### src/rtl/ps2_tx.sv
// ps2_tx: host-to-device PS/2 command transmitter driving open-drain enables.
// Optional watchdog: define PS2_TX_TIMEOUT_EN.
module ps2_tx #(
  parameter int INHIBIT_CYCLES = 2500,
  parameter int TIMEOUT_CYCLES = 375000
) (
  input  logic       clock,
  input  logic       reset_n,
  input  logic       ps_clock,
  input  logic       ps_data,
  output logic       ps_clk_oe,
  output logic       ps_dat_oe,
  input  logic       start,
  input  logic [7:0] data,
  output logic       busy,
  output logic       done,
  output logic       error
);

  localparam int IW = $clog2(INHIBIT_CYCLES + 1);

  typedef enum logic [2:0] {
    IDLE, INHIBIT, REQ, BITS, ACK, RELEASE, DONE
  } state_t;

  state_t        state_q, state_d;
  logic          clk_s1, clk_s2, clk_p;
  logic          dat_s1, dat_s2;
  logic          fe;
  logic [9:0]    frame_q, frame_d;
  logic [3:0]    bit_q, bit_d;
  logic [IW-1:0] inh_q, inh_d;
  logic          drv_q, drv_d;
  logic          err_q, err_d;

  // Lines idle high, so synchronizers reset to 1 to avoid a false edge.
  always_ff @(posedge clock or negedge reset_n) begin
    if (!reset_n) begin
      clk_s1 <= 1'b1;
      clk_s2 <= 1'b1;
      clk_p  <= 1'b1;
      dat_s1 <= 1'b1;
      dat_s2 <= 1'b1;
      fe     <= 1'b0;
    end else begin
      clk_s1 <= ps_clock;
      clk_s2 <= clk_s1;
      clk_p  <= clk_s2;
      dat_s1 <= ps_data;
      dat_s2 <= dat_s1;
      fe     <= clk_p & ~clk_s2;
    end
  end

`ifdef PS2_TX_TIMEOUT_EN
  localparam int WW = $clog2(TIMEOUT_CYCLES + 1);
  logic [WW-1:0] wd_q, wd_d;

  always_ff @(posedge clock or negedge reset_n) begin
    if (!reset_n) wd_q <= '0;
    else          wd_q <= wd_d;
  end
`endif

  always_ff @(posedge clock or negedge reset_n) begin
    if (!reset_n) begin
      state_q <= IDLE;
      frame_q <= '0;
      bit_q   <= '0;
      inh_q   <= '0;
      drv_q   <= 1'b0;
      err_q   <= 1'b0;
    end else begin
      state_q <= state_d;
      frame_q <= frame_d;
      bit_q   <= bit_d;
      inh_q   <= inh_d;
      drv_q   <= drv_d;
      err_q   <= err_d;
    end
  end

  always_comb begin
    state_d = state_q;
    frame_d = frame_q;
    bit_d   = bit_q;
    inh_d   = inh_q;
    drv_d   = drv_q;
    err_d   = err_q;
`ifdef PS2_TX_TIMEOUT_EN
    wd_d    = wd_q;
`endif
    unique case (state_q)
      IDLE: begin
        if (start) begin
          frame_d = {1'b1, ~^data, data};
          err_d   = 1'b0;
          bit_d   = '0;
          inh_d   = IW'(INHIBIT_CYCLES - 1);
          drv_d   = 1'b0;
          state_d = INHIBIT;
        end
      end
      INHIBIT: begin
        if (inh_q == '0) begin
          drv_d   = 1'b1;
          state_d = REQ;
        end else begin
          inh_d = inh_q - IW'(1);
        end
      end
      REQ: begin
        if (fe) begin
          drv_d   = ~frame_q[0];
          frame_d = {1'b0, frame_q[9:1]};
          state_d = BITS;
        end
      end
      BITS: begin
        if (fe) begin
          if (bit_q == 4'd9) begin
            // ACK slot: device must hold data low here
            err_d   = dat_s2;
            state_d = ACK;
          end else begin
            bit_d   = bit_q + 4'd1;
            drv_d   = ~frame_q[0];
            frame_d = {1'b0, frame_q[9:1]};
          end
        end
      end
      ACK:     state_d = RELEASE;
      RELEASE: if (clk_s2 && dat_s2) state_d = DONE;
      DONE:    state_d = IDLE;
      default: state_d = IDLE;
    endcase
`ifdef PS2_TX_TIMEOUT_EN
    if (state_q == INHIBIT) begin
      wd_d = '0;
    end else if (state_q inside {REQ, BITS, ACK, RELEASE}) begin
      if (fe) begin
        wd_d = '0;
      end else if (wd_q == WW'(TIMEOUT_CYCLES - 1)) begin
        wd_d    = '0;
        drv_d   = 1'b0;
        err_d   = 1'b1;
        state_d = DONE;
      end else begin
        wd_d = wd_q + WW'(1);
      end
    end
`endif
  end

  // Data falls in the last inhibit cycle while clock is still held low.
  assign ps_clk_oe = (state_q == INHIBIT);
  assign ps_dat_oe = drv_q | ((state_q == INHIBIT) && (inh_q == '0));
  assign busy      = (state_q != IDLE);
  assign done      = (state_q == DONE);
  assign error     = err_q;

endmodule

### config.mk
export PLATFORM = sky130hd
export DESIGN_NAME = ps2_tx
export DESIGN_NICKNAME = d
export VERILOG_FILES = /design/src/rtl/ps2_tx.sv
export SDC_FILE = /design/constraint.sdc
export NUM_CORES = 1
export LEC_CHECK = 0
export ABC_CLOCK_PERIOD_IN_PS = 1700
export CAP_MARGIN = 5
export CORE_MARGIN = 5
export CORE_UTILIZATION = 52
export CTS_CLUSTER_DIAMETER = 120
export DETAILED_ROUTE_END_ITERATION = 12
export HOLD_SLACK_MARGIN = 0.03
export PLACE_DENSITY = 0.87
export SETUP_SLACK_MARGIN = 0.2
export SYNTH_ARGS = -nofsm -noshare
export SYNTH_HDL_FRONTEND = slang
export SYNTH_SLANG_ARGS = --single-unit
### constraint.sdc
create_clock -name clock -period 1.7 [get_ports clock]
set_input_delay 0.17 -clock clock [delete_from_list [all_inputs] [get_ports clock]]
set_output_delay 0.17 -clock clock [all_outputs]
set_load 0.02 [all_outputs]
# Word-level counts from Yosys, hierarchy flattened
# Index checks and enable logic that the tools add are counted.
# op_classes
n_reduce_logical,16
n_addsub,2
n_eq_ne,15
n_bitwise,4
mux,28
# ops
operator,n
two-way mux 10 bit,4
one-hot mux 10 bit (3 select lines),1
two-way mux 12 bit,2
one-hot mux 12 bit (2 select lines),1
two-way mux 3 bit,6
one-hot mux 3 bit (6 select lines),1
!= test 2 bit (second input constant),7
zero test 12 bit,1
two-way mux 4 bit,3
AND reduction 6 bit,2
subtractor 12 x 1 -> 12 bit (second input constant),1
equality test 3 bit (second input constant),3
one-hot mux 4 bit (2 select lines),1
AND reduction 4 bit,2
XNOR reduction 8 bit,1
two-way mux 1 bit,7
equality test 3 x 2 -> 1 bit (second input constant),2
nonzero test 3 bit,2
AND reduction 5 bit,1
adder 4 x 1 -> 4 bit (second input constant),1
equality test 4 bit (second input constant),1
one-hot mux 1 bit (4 select lines),1
nonzero test 2 bit,2
nonzero test 4 bit,1
9 further kinds,11
# totals
in_bits,13
word_cells,77
out_inout_bits,5
ff_bits,37

# Logic depth before layout (Yosys ltp)
# logic_depth
ltp_word,4
depth_mapped,7
depth_no_buf,6

# Worst setup path after synthesis
# No wires, ideal clock.
# synth_timing
kind,register -> register
startpoint,reg inh_q[2]
endpoint,reg state_q[0]
t_arrival_ns,1.736
setup_time_ns,0.125
period_less_slack_ns,1.861
path_stages_with_launch,7
n_path_buf,2
required_time_ns,1.575
setup_slack_ns,-0.161
cell_sequence,dfrtp_1 > or3_1 > buf_6 > nor4_4 > buf_6 > o211ai_4 > mux2_4
# synth_via
elab_chain_cells,3
# synth_lines
element,line,source
"start, declared",32,"logic [IW-1:0] inh_q, inh_d;"
"start signal, assigned",77,inh_q <= inh_d;
zero test 12 bit,105,if (inh_q == '0) begin
!= test 2 x 1 -> 1 bit (no source line),n/a,
AND reduction 6 bit (no source line),n/a,
"end signal, assigned",74,state_q <= state_d;
"end, declared",26,"state_t state_q, state_d;"
# Every way passes these cells.
# A chain may end at the register's enable or synchronous reset.

# Worst setup path after layout
# layout_timing
startpoint,reg inh_q[6]
endpoint,out ps_dat_oe
# layout_via
elab_chain_cells,3
# layout_lines
element,line,source
zero test 12 bit,157,assign ps_dat_oe = drv_q | ((state_q == INHIBIT) && (inh_q == '0));
logical AND 1 bit,157,
bitwise OR 1 bit,157,
"end, declared",12,"output logic ps_dat_oe,"
# Every way passes these cells.

==> impl_metrics.yaml <==
run_status:
  outcome: "finished, violations left"
  violations: "setup timing"
synthesis:
  syn_area_per_cell_um2: 9.76
  yosysSeqAreaShare: 0.438
  ys.warnings.count: 0
  synthCells: 218
  synth_edf_count: 0
  yosysUniqueCellTypes: 51
  ys_top_cells_by_area: "dfrtp_1, nand2_1, dfstp_2, mux2i_1, mux2_2"
  synth-main-ff-cell: "dfrtp_1"
  async_flop_share: 1.00
  synth_nets: 235
  syn-cell-area_mm2: 0.00213
  yosysTopAreaCell: "dfrtp_1"
  synth_top_area_frac: 0.376
  yosys_register_bits: 37
global_route:
  grt_max_degree: 32
  first_global_vias: 2177
  grt_overflow: 0
  grt.total_usage: 0.246
  grt_pass1_wl_mm: 10.1
  grt_antenna_before_repair: 0
setup_path:
  timing.critical_path.from_type: "register"
  arrival_ns: 1.74
  critPathLaunch: "inh_q[6]$_DFFE_PN0P_"
  reg2regPathDepth: 6
  endpoint_kind: "primary output"
  cp.required_ns: 1.53
  cpPeakStageDelay_ns: 0.42
  slowest_stage: "or3_4"
  timing.rr.end: "inh_q[1]$_DFFE_PN0P_"
  crit_fanout: 2
  worstPathCellList: "or3_4, nor4_4, a21o_2, buf_6"
  cp-endpoint: "ps_dat_oe"
  reg2reg_slack_ns: -0.19
  path_class: "register to primary output"
  r2r_start: "inh_q[6]$_DFFE_PN0P_"
cells_and_area:
  n_antenna_cell: 0
  finalInstanceArea_mm2: 0.00341
  fillers: 210
  final_cell_mix: "buf_4, nand2_1, dfrtp_1"
  final_common_cell: "buf_4"
  drive_above_1_share: 0.498
  fin_nets: 326
  multi_input_comb_area_mm2: 0.00146
  regArea_um2: 932
  areaGrowthSynthToFinish_pct: 60.2
clock_network:
  cts_buffer_depth: 2
  numCtsBuffers: 5
  htree_num_levels: 2
  root_buffer: "clkbuf_8"
  cts_tree: "done"
  clk_pin_slew_ns: 0.08
  cts_sinks: 37
  insertion_delay_ns: 0.30
timing:
  finalHoldViolCount: 0
  timing.final.crit_period_ns: 1.91
  finalClockSkew_ns: 0.0125
  final.period_utilization: 1.12
  rsz0062_at_grt: "yes"
  slew_headroom: 0.457
  setup_ws_ns: -0.206
  setup-violations-final: 28
  tightest_slew_ns: 0.815
  max_freq_ghz: 0.525
  hold_ws_ns: 0.282
  maxSlewViolCount: 0
worst_hold_path:
  worstHoldPathType: "primary input to register"
  min_from: "ps_data"
job:
  cap_violations: 0
pwr:
  power.leakage_nw: 1.51
  powerDensity_mw_per_mm2: 1830
  finalPower_mw: 6.24
  peakVddDrop_uv: 1060
route:
  drt_iter0_drc: 179
  drcViolationCount: 0
  wl_per_cell_um: 21.4
  routed_wl_mm: 7.68
  viasPerCell: 6.06
  dr.pass1.iters: 5
  routed-via-count: 2174
  ant_nets: 0
die:
  die_w_um: 74.0
  coreArea_mm2: 0.00397
  rows: 23
  die_y_um: 74.0
  ios: 18
  die_area_mm2: 0.00547
  initial_utilization: 0.536
placement:
  place_hpwl_mm: 3.64
  place_area_mm2: 0.00269
  portBuffers: 17
  gp_congestion: 0.855
[repair_timing]
action | in CTS | in global routing
hold endpoints to repair | 24 | 0
buffers inserted | 13 | 17
gates cloned | 1 | 0
pin swaps | 19 | 24
gates resized for setup | 76 | 30
setup endpoints to repair | 34 | 35
hold buffers | 1 | 0
[area by class of cell]
type	count	share of cell area
Timing Repair Buffer	94	0.245
Clock buffer	7	0.0253
Inverter	7	0.00844
Sequential cell	37	0.273
Tap cell	50	0.0183
Multi-Input combinational cell	164	0.429
[through the flow]
step | setup TNS, ns | util | cells | worst slack, ns
after floorplan | -0.145 | - | 218 | -0.144
after global placement | -3.20 | 0.676 | 320 | -0.279
after detailed placement | -4.12 | 0.676 | 320 | -0.315
after CTS | -1.17 | 0.790 | 342 | -0.167
after global routing | -4.12 | 0.859 | 359 | -0.253
final | -2.75 | 0.859 | 359 | -0.206
[where the power goes]
part	switching, mW	total [mW]	internal (mW)
sequential	0.182	1.35	1.17
clock	0.317	0.639	0.322
combinational	2.06	4.25	2.19
total	2.56	6.24	3.68
[registers in the layout (all words and copies together), names as in the netlist, 3 cells and up]
signal and cells:
inh_q 12, frame_q 10, bit_q 4, state_q 3
[worst min-delay path by stage]
stage / end / slack (ns) / cells past startpoint
after CTS: dat_s1$_DFF_PN1_ / 0.28 / 1
final: dat_s1$_DFF_PN1_ / 0.28 / 1
after detailed placement: inh_q[1]$_DFFE_PN0P_ / 0.29 / 1
after floorplan: bit_q[0]$_DFFE_PN0P_ / -0.13 / 0
after global placement: inh_q[0]$_DFFE_PN0P_ / 0.27 / 1
after global routing: dat_s1$_DFF_PN1_ / 0.27 / 1
[worst max-delay path, delay by kind of cell (launching register included)]
kind	cells	cell delay [ns]
DFF	1	0.40
AOI/OAI and AO/OA	1	0.18
buffers and inverters	1	0.11
and+or+nand+nor	2	0.74
[cells by family (layout without fill, tap and decap cells)]
| family | Yosys count | count (layout) | share of synthesized area |
|---|---|---|---|
| and+or+nand+nor | 91 | 92 | 0.225 |
| AOI/OAI and AO/OA | 41 | 41 | 0.139 |
| DFF | 37 | 37 | 0.438 |
| muxes | 19 | 19 | 0.0964 |
| buffers and inverters | 18 | 108 | 0.0453 |
| xor gates and xnor gates | 8 | 8 | 0.0329 |
| adders and majority gates | 4 | 4 | 0.0235 |
[cells in the mapped netlist, types with 3 or more instances]
cell and instances:
a211oi_1 5, a21oi_1 7, and2_1 3, buf_4 3, clkbuf_1 4, dfrtp_1 32
dfstp_2 5, ha_1 4, inv_1 7, mux2_2 8, mux2i_1 10, nand2_1 38
nand2b_1 10, nand3_1 5, nor2_1 8, nor2b_1 3, o21ai_0 9, or3_1 5
xnor2_1 7
[layer usage]
metal | vias up | wire length, um | global-route usage
met3 | 43 | 477 | 0.0473
met5 | - | 0 | 0
li1 | 951 | - | -
met1 | 1068 | 2910 | 0.291
met2 | 112 | 3890 | 0.428
met4 | 0 | 402 | 0.119
Power figures use the tool's default switching activity.
